## src/rtl/sdram_aref_if.sv

```systemverilog
// ---------------------------------------------------------------------------
// sdram_aref_if
// Bus between the auto-refresh generator, the init block and the command
// arbiter.
//
// Handshake: aref_req is raised by the generator and held until a grant is
// taken. A grant is taken on a rising edge where aref_req=1, aref_en=1 and
// the generator is idle, and that edge clears aref_req. aref_en while
// aref_req=0 is ignored. aref_busy marks the cycles in which cmd_reg,
// sdram_ba and sdram_addr own the SDRAM bus. aref_end pulses on the final
// busy cycle.
//
// Signals:
//   init_end_flag  init -> gen     level, SDRAM initialised
//   aref_en        arb  -> gen     grant
//   aref_req       gen  -> arb     refresh request
//   aref_end       gen  -> arb     last cycle of the sequence
//   aref_busy      gen  -> arb     sequence owns the bus
//   aref_overrun   gen  -> arb     sticky missed-interval flag
//   cmd_reg[3:0]   gen  -> mux     {cs_n, ras_n, cas_n, we_n}
//   sdram_ba[1:0]  gen  -> mux     bank address
//   sdram_addr[12:0] gen -> mux    row/column address (A10 = all banks)
// Modports: slave = generator side, master = init/arbiter side.
// ---------------------------------------------------------------------------
interface sdram_aref_if;
  logic        init_end_flag;
  logic        aref_en;
  logic        aref_req;
  logic        aref_end;
  logic        aref_busy;
  logic        aref_overrun;
  logic [3:0]  cmd_reg;
  logic [1:0]  sdram_ba;
  logic [12:0] sdram_addr;

  modport slave (
    input  init_end_flag, aref_en,
    output aref_req, aref_end, aref_busy, aref_overrun,
    output cmd_reg, sdram_ba, sdram_addr
  );

  modport master (
    output init_end_flag, aref_en,
    input  aref_req, aref_end, aref_busy, aref_overrun,
    input  cmd_reg, sdram_ba, sdram_addr
  );
endinterface

```

## src/rtl/sdram_aref.sv

```systemverilog
// ---------------------------------------------------------------------------
// sdram_aref
// Periodic auto-refresh generator. After init completes it requests the bus
// every REF_PERIOD clocks; on grant it issues PRECHARGE-ALL, waits TRP_CLK,
// then REF_NUM times issues AUTO REFRESH followed by TRFC_CLK NOP cycles.
//
// Ports:
//   sysclk_100M   in   system clock
//   rst_n         in   asynchronous active-low reset
//   bus           slave modport of sdram_aref_if (request/grant, status,
//                 SDRAM command/bank/address)
//   o_dbg_state   out  current FSM state (encoding of state_t)
//
// Parameters: REF_PERIOD 32..1023, TRP_CLK >= 0, TRFC_CLK 1..255,
// REF_NUM 1..3.
// ---------------------------------------------------------------------------
module sdram_aref #(
  parameter int REF_PERIOD = 750,
  parameter int TRP_CLK    = 2,
  parameter int TRFC_CLK   = 7,
  parameter int REF_NUM    = 2
) (
  input  logic         sysclk_100M,
  input  logic         rst_n,
  sdram_aref_if.slave  bus,
  output logic [2:0]   o_dbg_state
);

  localparam logic [3:0]  C_NOP       = 4'b0111;
  localparam logic [3:0]  C_PRECHARGE = 4'b0010;
  localparam logic [3:0]  C_REFRESH   = 4'b0001;

  localparam logic [9:0]  C_PERIOD_LAST = 10'(REF_PERIOD - 1);
  localparam logic        C_HAS_TRP     = (TRP_CLK > 0);
  localparam logic [7:0]  C_TRP_LAST    = (TRP_CLK > 0) ? 8'(TRP_CLK - 1) : 8'd0;
  localparam logic [7:0]  C_TRFC_LAST   = (TRFC_CLK > 0) ? 8'(TRFC_CLK - 1) : 8'd0;
  // The final TRFC window is one cycle shorter: its last cycle is DONE.
  localparam logic [7:0]  C_TRFC_LAST2  = (TRFC_CLK > 1) ? 8'(TRFC_CLK - 2) : 8'd0;
  localparam logic        C_TRFC_ONE    = (TRFC_CLK == 1);
  localparam logic [1:0]  C_REF_NUM     = 2'(REF_NUM);

  typedef enum logic [2:0] {
    S_IDLE = 3'd0,
    S_PRE  = 3'd1,
    S_TRP  = 3'd2,
    S_REF  = 3'd3,
    S_TRFC = 3'd4,
    S_DONE = 3'd5
  } state_t;

  state_t      r_state;
  state_t      w_state_nxt;
  logic [7:0]  r_wait;
  logic [7:0]  w_wait_nxt;
  logic [1:0]  r_ref_cnt;
  logic [1:0]  w_ref_nxt;
  logic [3:0]  r_cmd;
  logic [3:0]  w_cmd_nxt;
  logic        r_req;
  logic        r_end;
  logic        r_busy;
  logic        r_overrun;
  logic [9:0]  r_cnt;
  logic        w_expire;
  logic        w_grant;

  // Interval counter runs free once initialised, including during a
  // sequence, so the request cadence never drifts with grant latency.
  assign w_expire = bus.init_end_flag && (r_cnt == C_PERIOD_LAST);
  assign w_grant  = r_req && bus.aref_en && (r_state == S_IDLE);

  always_ff @(posedge sysclk_100M or negedge rst_n) begin
    if (!rst_n) begin
      r_cnt <= 10'd0;
    end else if (!bus.init_end_flag) begin
      r_cnt <= 10'd0;
    end else if (w_expire) begin
      r_cnt <= 10'd0;
    end else begin
      r_cnt <= r_cnt + 10'd1;
    end
  end

  // Expiry wins over a same-edge grant so the new interval stays requested.
  // Overrun: an interval expired while the previous one was still
  // outstanding (pending and not granted now, or sequence in progress).
  always_ff @(posedge sysclk_100M or negedge rst_n) begin
    if (!rst_n) begin
      r_req     <= 1'b0;
      r_overrun <= 1'b0;
    end else begin
      if (!bus.init_end_flag) begin
        r_req <= 1'b0;
      end else if (w_expire) begin
        r_req <= 1'b1;
      end else if (w_grant) begin
        r_req <= 1'b0;
      end
      if (w_expire && ((r_req && !w_grant) || r_busy)) begin
        r_overrun <= 1'b1;
      end
    end
  end

  // FSM state register and registered outputs (outputs follow next state so
  // the command appears in the same cycle the state is entered).
  always_ff @(posedge sysclk_100M or negedge rst_n) begin
    if (!rst_n) begin
      r_state   <= S_IDLE;
      r_wait    <= 8'd0;
      r_ref_cnt <= 2'd0;
      r_cmd     <= C_NOP;
      r_busy    <= 1'b0;
      r_end     <= 1'b0;
    end else begin
      r_state   <= w_state_nxt;
      r_wait    <= w_wait_nxt;
      r_ref_cnt <= w_ref_nxt;
      r_cmd     <= w_cmd_nxt;
      r_busy    <= (w_state_nxt != S_IDLE);
      r_end     <= (w_state_nxt == S_DONE);
    end
  end

  always_comb begin
    w_state_nxt = r_state;
    w_ref_nxt   = r_ref_cnt;
    w_wait_nxt  = 8'd0;
    w_cmd_nxt   = C_NOP;
    case (r_state)
      S_IDLE: begin
        if (w_grant) begin
          w_state_nxt = S_PRE;
        end
      end
      S_PRE: begin
        w_state_nxt = C_HAS_TRP ? S_TRP : S_REF;
      end
      S_TRP: begin
        if (r_wait == C_TRP_LAST) begin
          w_state_nxt = S_REF;
        end
      end
      S_REF: begin
        w_ref_nxt = r_ref_cnt + 2'd1;
        if (C_TRFC_ONE && (w_ref_nxt == C_REF_NUM)) begin
          w_state_nxt = S_DONE;
        end else begin
          w_state_nxt = S_TRFC;
        end
      end
      S_TRFC: begin
        if (r_ref_cnt != C_REF_NUM) begin
          if (r_wait == C_TRFC_LAST) begin
            w_state_nxt = S_REF;
          end
        end else if (r_wait == C_TRFC_LAST2) begin
          w_state_nxt = S_DONE;
        end
      end
      S_DONE: begin
        w_state_nxt = S_IDLE;
        w_ref_nxt   = 2'd0;
      end
      default: begin
        w_state_nxt = S_IDLE;
        w_ref_nxt   = 2'd0;
      end
    endcase

    // Wait counter restarts on every state change.
    if (w_state_nxt == r_state) begin
      w_wait_nxt = r_wait + 8'd1;
    end

    case (w_state_nxt)
      S_PRE:   w_cmd_nxt = C_PRECHARGE;
      S_REF:   w_cmd_nxt = C_REFRESH;
      default: w_cmd_nxt = C_NOP;
    endcase
  end

  assign bus.aref_req     = r_req;
  assign bus.aref_end     = r_end;
  assign bus.aref_busy    = r_busy;
  assign bus.aref_overrun = r_overrun;
  assign bus.cmd_reg      = r_cmd;
  assign bus.sdram_ba     = 2'b00;
  assign bus.sdram_addr   = 13'h0400;
  assign o_dbg_state      = r_state;

endmodule

```

## src/flat_wrapper.sv

```systemverilog
// flat-port wrapper written by rule: the top's interface ports become plain ports
module sdram_aref_flat 
#(
  parameter int REF_PERIOD = 750,
  parameter int TRP_CLK    = 2,
  parameter int TRFC_CLK   = 7,
  parameter int REF_NUM    = 2
)
  (sysclk_100M, rst_n, o_dbg_state, bus_init_end_flag, bus_aref_en, bus_aref_req, bus_aref_end, bus_aref_busy, bus_aref_overrun, bus_cmd_reg, bus_sdram_ba, bus_sdram_addr);
  sdram_aref_if bus_i ();
  input  logic sysclk_100M;
  input  logic rst_n;
  output logic [2:0] o_dbg_state;
  input wire logic [$bits(bus_i.init_end_flag)-1:0] bus_init_end_flag;
  input wire logic [$bits(bus_i.aref_en)-1:0] bus_aref_en;
  output wire logic [$bits(bus_i.aref_req)-1:0] bus_aref_req;
  output wire logic [$bits(bus_i.aref_end)-1:0] bus_aref_end;
  output wire logic [$bits(bus_i.aref_busy)-1:0] bus_aref_busy;
  output wire logic [$bits(bus_i.aref_overrun)-1:0] bus_aref_overrun;
  output wire logic [$bits(bus_i.cmd_reg)-1:0] bus_cmd_reg;
  output wire logic [$bits(bus_i.sdram_ba)-1:0] bus_sdram_ba;
  output wire logic [$bits(bus_i.sdram_addr)-1:0] bus_sdram_addr;
  assign bus_i.init_end_flag = bus_init_end_flag;
  assign bus_i.aref_en = bus_aref_en;
  assign bus_aref_req = bus_i.aref_req;
  assign bus_aref_end = bus_i.aref_end;
  assign bus_aref_busy = bus_i.aref_busy;
  assign bus_aref_overrun = bus_i.aref_overrun;
  assign bus_cmd_reg = bus_i.cmd_reg;
  assign bus_sdram_ba = bus_i.sdram_ba;
  assign bus_sdram_addr = bus_i.sdram_addr;
  sdram_aref #(.REF_PERIOD(REF_PERIOD), .TRP_CLK(TRP_CLK), .TRFC_CLK(TRFC_CLK), .REF_NUM(REF_NUM)) u_core (.sysclk_100M(sysclk_100M), .rst_n(rst_n), .bus(bus_i), .o_dbg_state(o_dbg_state));
endmodule
```

## config.mk

```make
export PLATFORM = sky130hd
export DESIGN_NAME = sdram_aref_flat
export DESIGN_NICKNAME = d
export VERILOG_FILES = /design/src/rtl/sdram_aref_if.sv /design/src/rtl/sdram_aref.sv /design/src/flat_wrapper.sv
export SDC_FILE = /design/constraint.sdc
export NUM_CORES = 1
export LEC_CHECK = 0
export ABC_AREA = 1
export CORE_MARGIN = 1
export CORE_UTILIZATION = 51
export DETAILED_ROUTE_END_ITERATION = 8
export PLACE_DENSITY_LB_ADDON = 0.15
export SYNTH_ARGS = -nofsm -noshare
export SYNTH_HDL_FRONTEND = slang
export SYNTH_SLANG_ARGS = --single-unit
export TNS_END_PERCENT = 10
```

## constraint.sdc

```tcl
create_clock -name sysclk_100M -period 1.9 [get_ports sysclk_100M]
set_input_delay 0.38 -clock sysclk_100M [delete_from_list [all_inputs] [get_ports sysclk_100M]]
set_output_delay 0.38 -clock sysclk_100M [all_outputs]
set_load 0.02 [all_outputs]
```

==> results of run 1 <==
## layout by cell type, fill, tap and decap left out, types with 6 or more instances in the layout
| master | n |
|---|---|
| nor2_2 | 6 |
| dfrtp_1 | 27 |
| inv_1 | 19 |
| nand2_1 | 23 |
| nand3_1 | 12 |
| clkdlybuf4s50_1 | 13 |
| nor2_1 | 31 |
| conb_1 | 16 |
| xor2_1 | 7 |
| ha_1 | 6 |
## worst paths after layout
path | from | to | slack [ps] | depth (start not counted)
max | u_core.bus.cmd_reg[0] | bus_cmd_reg[0] | 70 | 1
min | rst_n | u_core.o_dbg_state[0] | 420 | 2
max reg2reg | u_core.r_wait[0] | u_core.r_wait[5] | 330 | 9
min reg2reg | u_core.r_ref_cnt[0] | u_core.r_ref_cnt[0] | 500 | 1
max in group asynchronous | rst_n | u_core.bus.cmd_reg[1] | 1180 | 2
min in group sysclk_100M | u_core.r_ref_cnt[0] | u_core.r_ref_cnt[0] | 500 | 1
## synth_stat cells, types with 3 or more instances
cell	n	area, µm²
xnor2_1	4	35.03
nor3_1	5	25.02
nor2_1	31	116.4
nand2_1	23	86.33
inv_1	19	71.32
nand2_2	3	18.77
dfrtp_1	27	675.7
buf_4	16	120.1
nand3_1	12	60.06
xor2_1	7	61.31
o21ai_0	3	15.01
dfstp_2	3	78.83
a21oi_1	3	15.01
ha_1	6	75.07
nor2_2	6	37.54
## power groups by stage
stage | logic, mW | registers, mW | clock network, mW
4_1_cts | 0.0644 | 0.649 | 0.413
3_3_place_gp | 0.0624 | 0.661 | 0
3_5_place_dp | 0.0643 | 0.662 | 0
5_1_grt | 0.0721 | 0.650 | 0.437
6_report | 0.0638 | 0.649 | 0.394
2_1_floorplan | 0.0649 | 0.661 | 0
## logic make-up (layout without fill, tap and decap cells)
group,count (synthesis),count (layout)
adders and majority gates,6,6
buffers and inverters,38,45
AOI/OAI and AO/OA,12,12
and+or+nand+nor,87,87
other,2,16
DFF,30,30
xor gates and xnor gates,11,11
## cell type report
| cell class | instances | area, µm² |
|---|---|---|
| fill | 299 | 1224 |
| sequential | 30 | 754.5 |
| multi-input combinational | 132 | 704.4 |
| timing repair buffer | 15 | 145.1 |
| inverter | 22 | 85.08 |
| clock buffer | 7 | 55.05 |
| tap | 44 | 55.05 |
| clock inverter | 1 | 5.005 |
## layer usage
layer | vias to the layer above | share of wire
li1 | 589 | -
met4 | 0 | 0.021
met2 | 29 | 0.47
met5 | - | 0
met3 | 5 | 0.048
met1 | 544 | 0.46
## stage by stage
step	util	total power, mW	hold WS [ps]	cells
final	0.5959	1.107	416.6	251
after global routing	0.5959	1.160	448.6	251
after CTS	0.5959	1.127	420.1	251
after detailed placement	0.5760	0.7260	471.6	243
after global placement	0.5760	0.7239	470.8	243
after floorplan	-	0.7255	84.41	200
==> run summary, run 1 <==
Layout area overhead - 11.96%
Main synth FF type - dfrtp_1
first-pass GRT wire length - 4512 µm
setup total negative slack - 0 ps
CP top delay family - buffers and inverters
TritonCTS Buffers - 5
full die area - 3388 µm²
gr ovfl total - 0
clk sinks - 30
Hold Path Class - in -> async
overall routing resource usage - 0.1830
Crit path largest cell delay - 590 ps
Post-synth EDFFs - 0
input/output buffers - 13
Final Slew Violations - 0
Die W - 58.21 µm
CP Max Fanout - 1
Final Hold Viols - 0
Initial Util - 0.5322
period utilization - 0.9648
CP Launch Type - flip-flop
crit path max-delay cell type - clkdlybuf4s50_1
compound-cell area share of the yosys netlist - 0.04425
die height - 58.21 µm
WP buf/inv - 1
Clock power frac - 0.356
Largest register FFs - 10
WP data required - 1520 ps
Switching Share - 0.2450
WL/cell - 10.36 µm
simple-gate share of the synthesized area - 0.2492
Synth warnings - 0
CTS root buf - clkbuf_4
antenna diode count - 0
maximum buffer depth of the clock tree - 2
final wirelength - 2601 µm
clk slew on worst S/H paths - 100 ps
post-route ant nets - 0
CP endpoint kind - output pin
Setup Fix Bufs, Post-CTS - 0
critical path arrival - 1450 ps
synthesized instance count - 186
Avg Cell Area, Syn - 8.664 µm²
fin area - 1804 µm²
Pleak - 0.8791 nW
# resized after CTS - 0
synthesized cell area - 1612 µm²
area post-placement - 1744 µm²
post-detail-place hpwl - 1995 µm
final setup vio count - 0
Worst Skew - 12.55 ps
residual DRC count - 0
top flop regs - u_core.r_cnt x10, u_core.r_wait x8
xor/xnor share of the synthesized area - 0.05978
Most flops, register - u_core.r_cnt
Psw - 0.2713 mW
Synth Area in Adders - 0.04658
multiplexer share of the synthesized area - 0
Max Cap Viol - 0
initial drt markers - 43
final worst setup slack - 66.97 ps
share of the yosys chip area belonging to registers - 0.4682
Clock Latency Late Sink - 330 ps
maximum VDD drop - 370.4 µV
sequential share of power - 0.586
unrepaired setup endpoints after global routing - no
global routing usage on met1 - 0.2331
critical path, cell by cell - clkdlybuf4s50_1
FMAX - 545.5 MHz
critical path class - reg -> out
CTS tree - done
GR Util met3 - 0.06696
largest family of logic cells by synthesized area - simple AND/OR/NAND/NOR gates
vias - 1167
Pwr Density - 613.7 nW/µm²
Logic pwr share - 0.058
DRT Pass-1 Iters - 4
initial antenna violation count - 0
Yosys cell types - 28
Final Wtd Congestion - 0.8565
largest net degree at the start of global routing - 31
number of synthesized register bits - 30
vias in the first global route - 1041
I/O Pins - 30
status - finished clean
grt peak-use layer - met2
Period minus WS final - 1833 ps
site row count - 20
H-tree depth - 2
share of cells above drive strength 1 - 0.1353
grt met2 use - 0.2791
Layout Nets - 216
area of the core - 3028 µm²
vias per cell - 4.649
Post-synth ARST share - 1.000
Internal Power - 0.8361 mW
pre-CTS setup slack - 159.3 ps
Hold-fix buffers, CTS - 0
Power figures use the tool's default switching activity.
==> run 2, diff against run 1 <==
--- a/config.mk
+++ b/config.mk
@@ -10,6 +10,7 @@
 export CORE_UTILIZATION = 51
 export DETAILED_ROUTE_END_ITERATION = 8
 export PLACE_DENSITY_LB_ADDON = 0.15
+export SKIP_CTS_REPAIR_TIMING = 1
 export SYNTH_ARGS = -nofsm -noshare
 export SYNTH_HDL_FRONTEND = slang
 export SYNTH_SLANG_ARGS = --single-unit
==> results of run 2 <==
The final DEF is identical to that of run 1; final timing and power are the same.
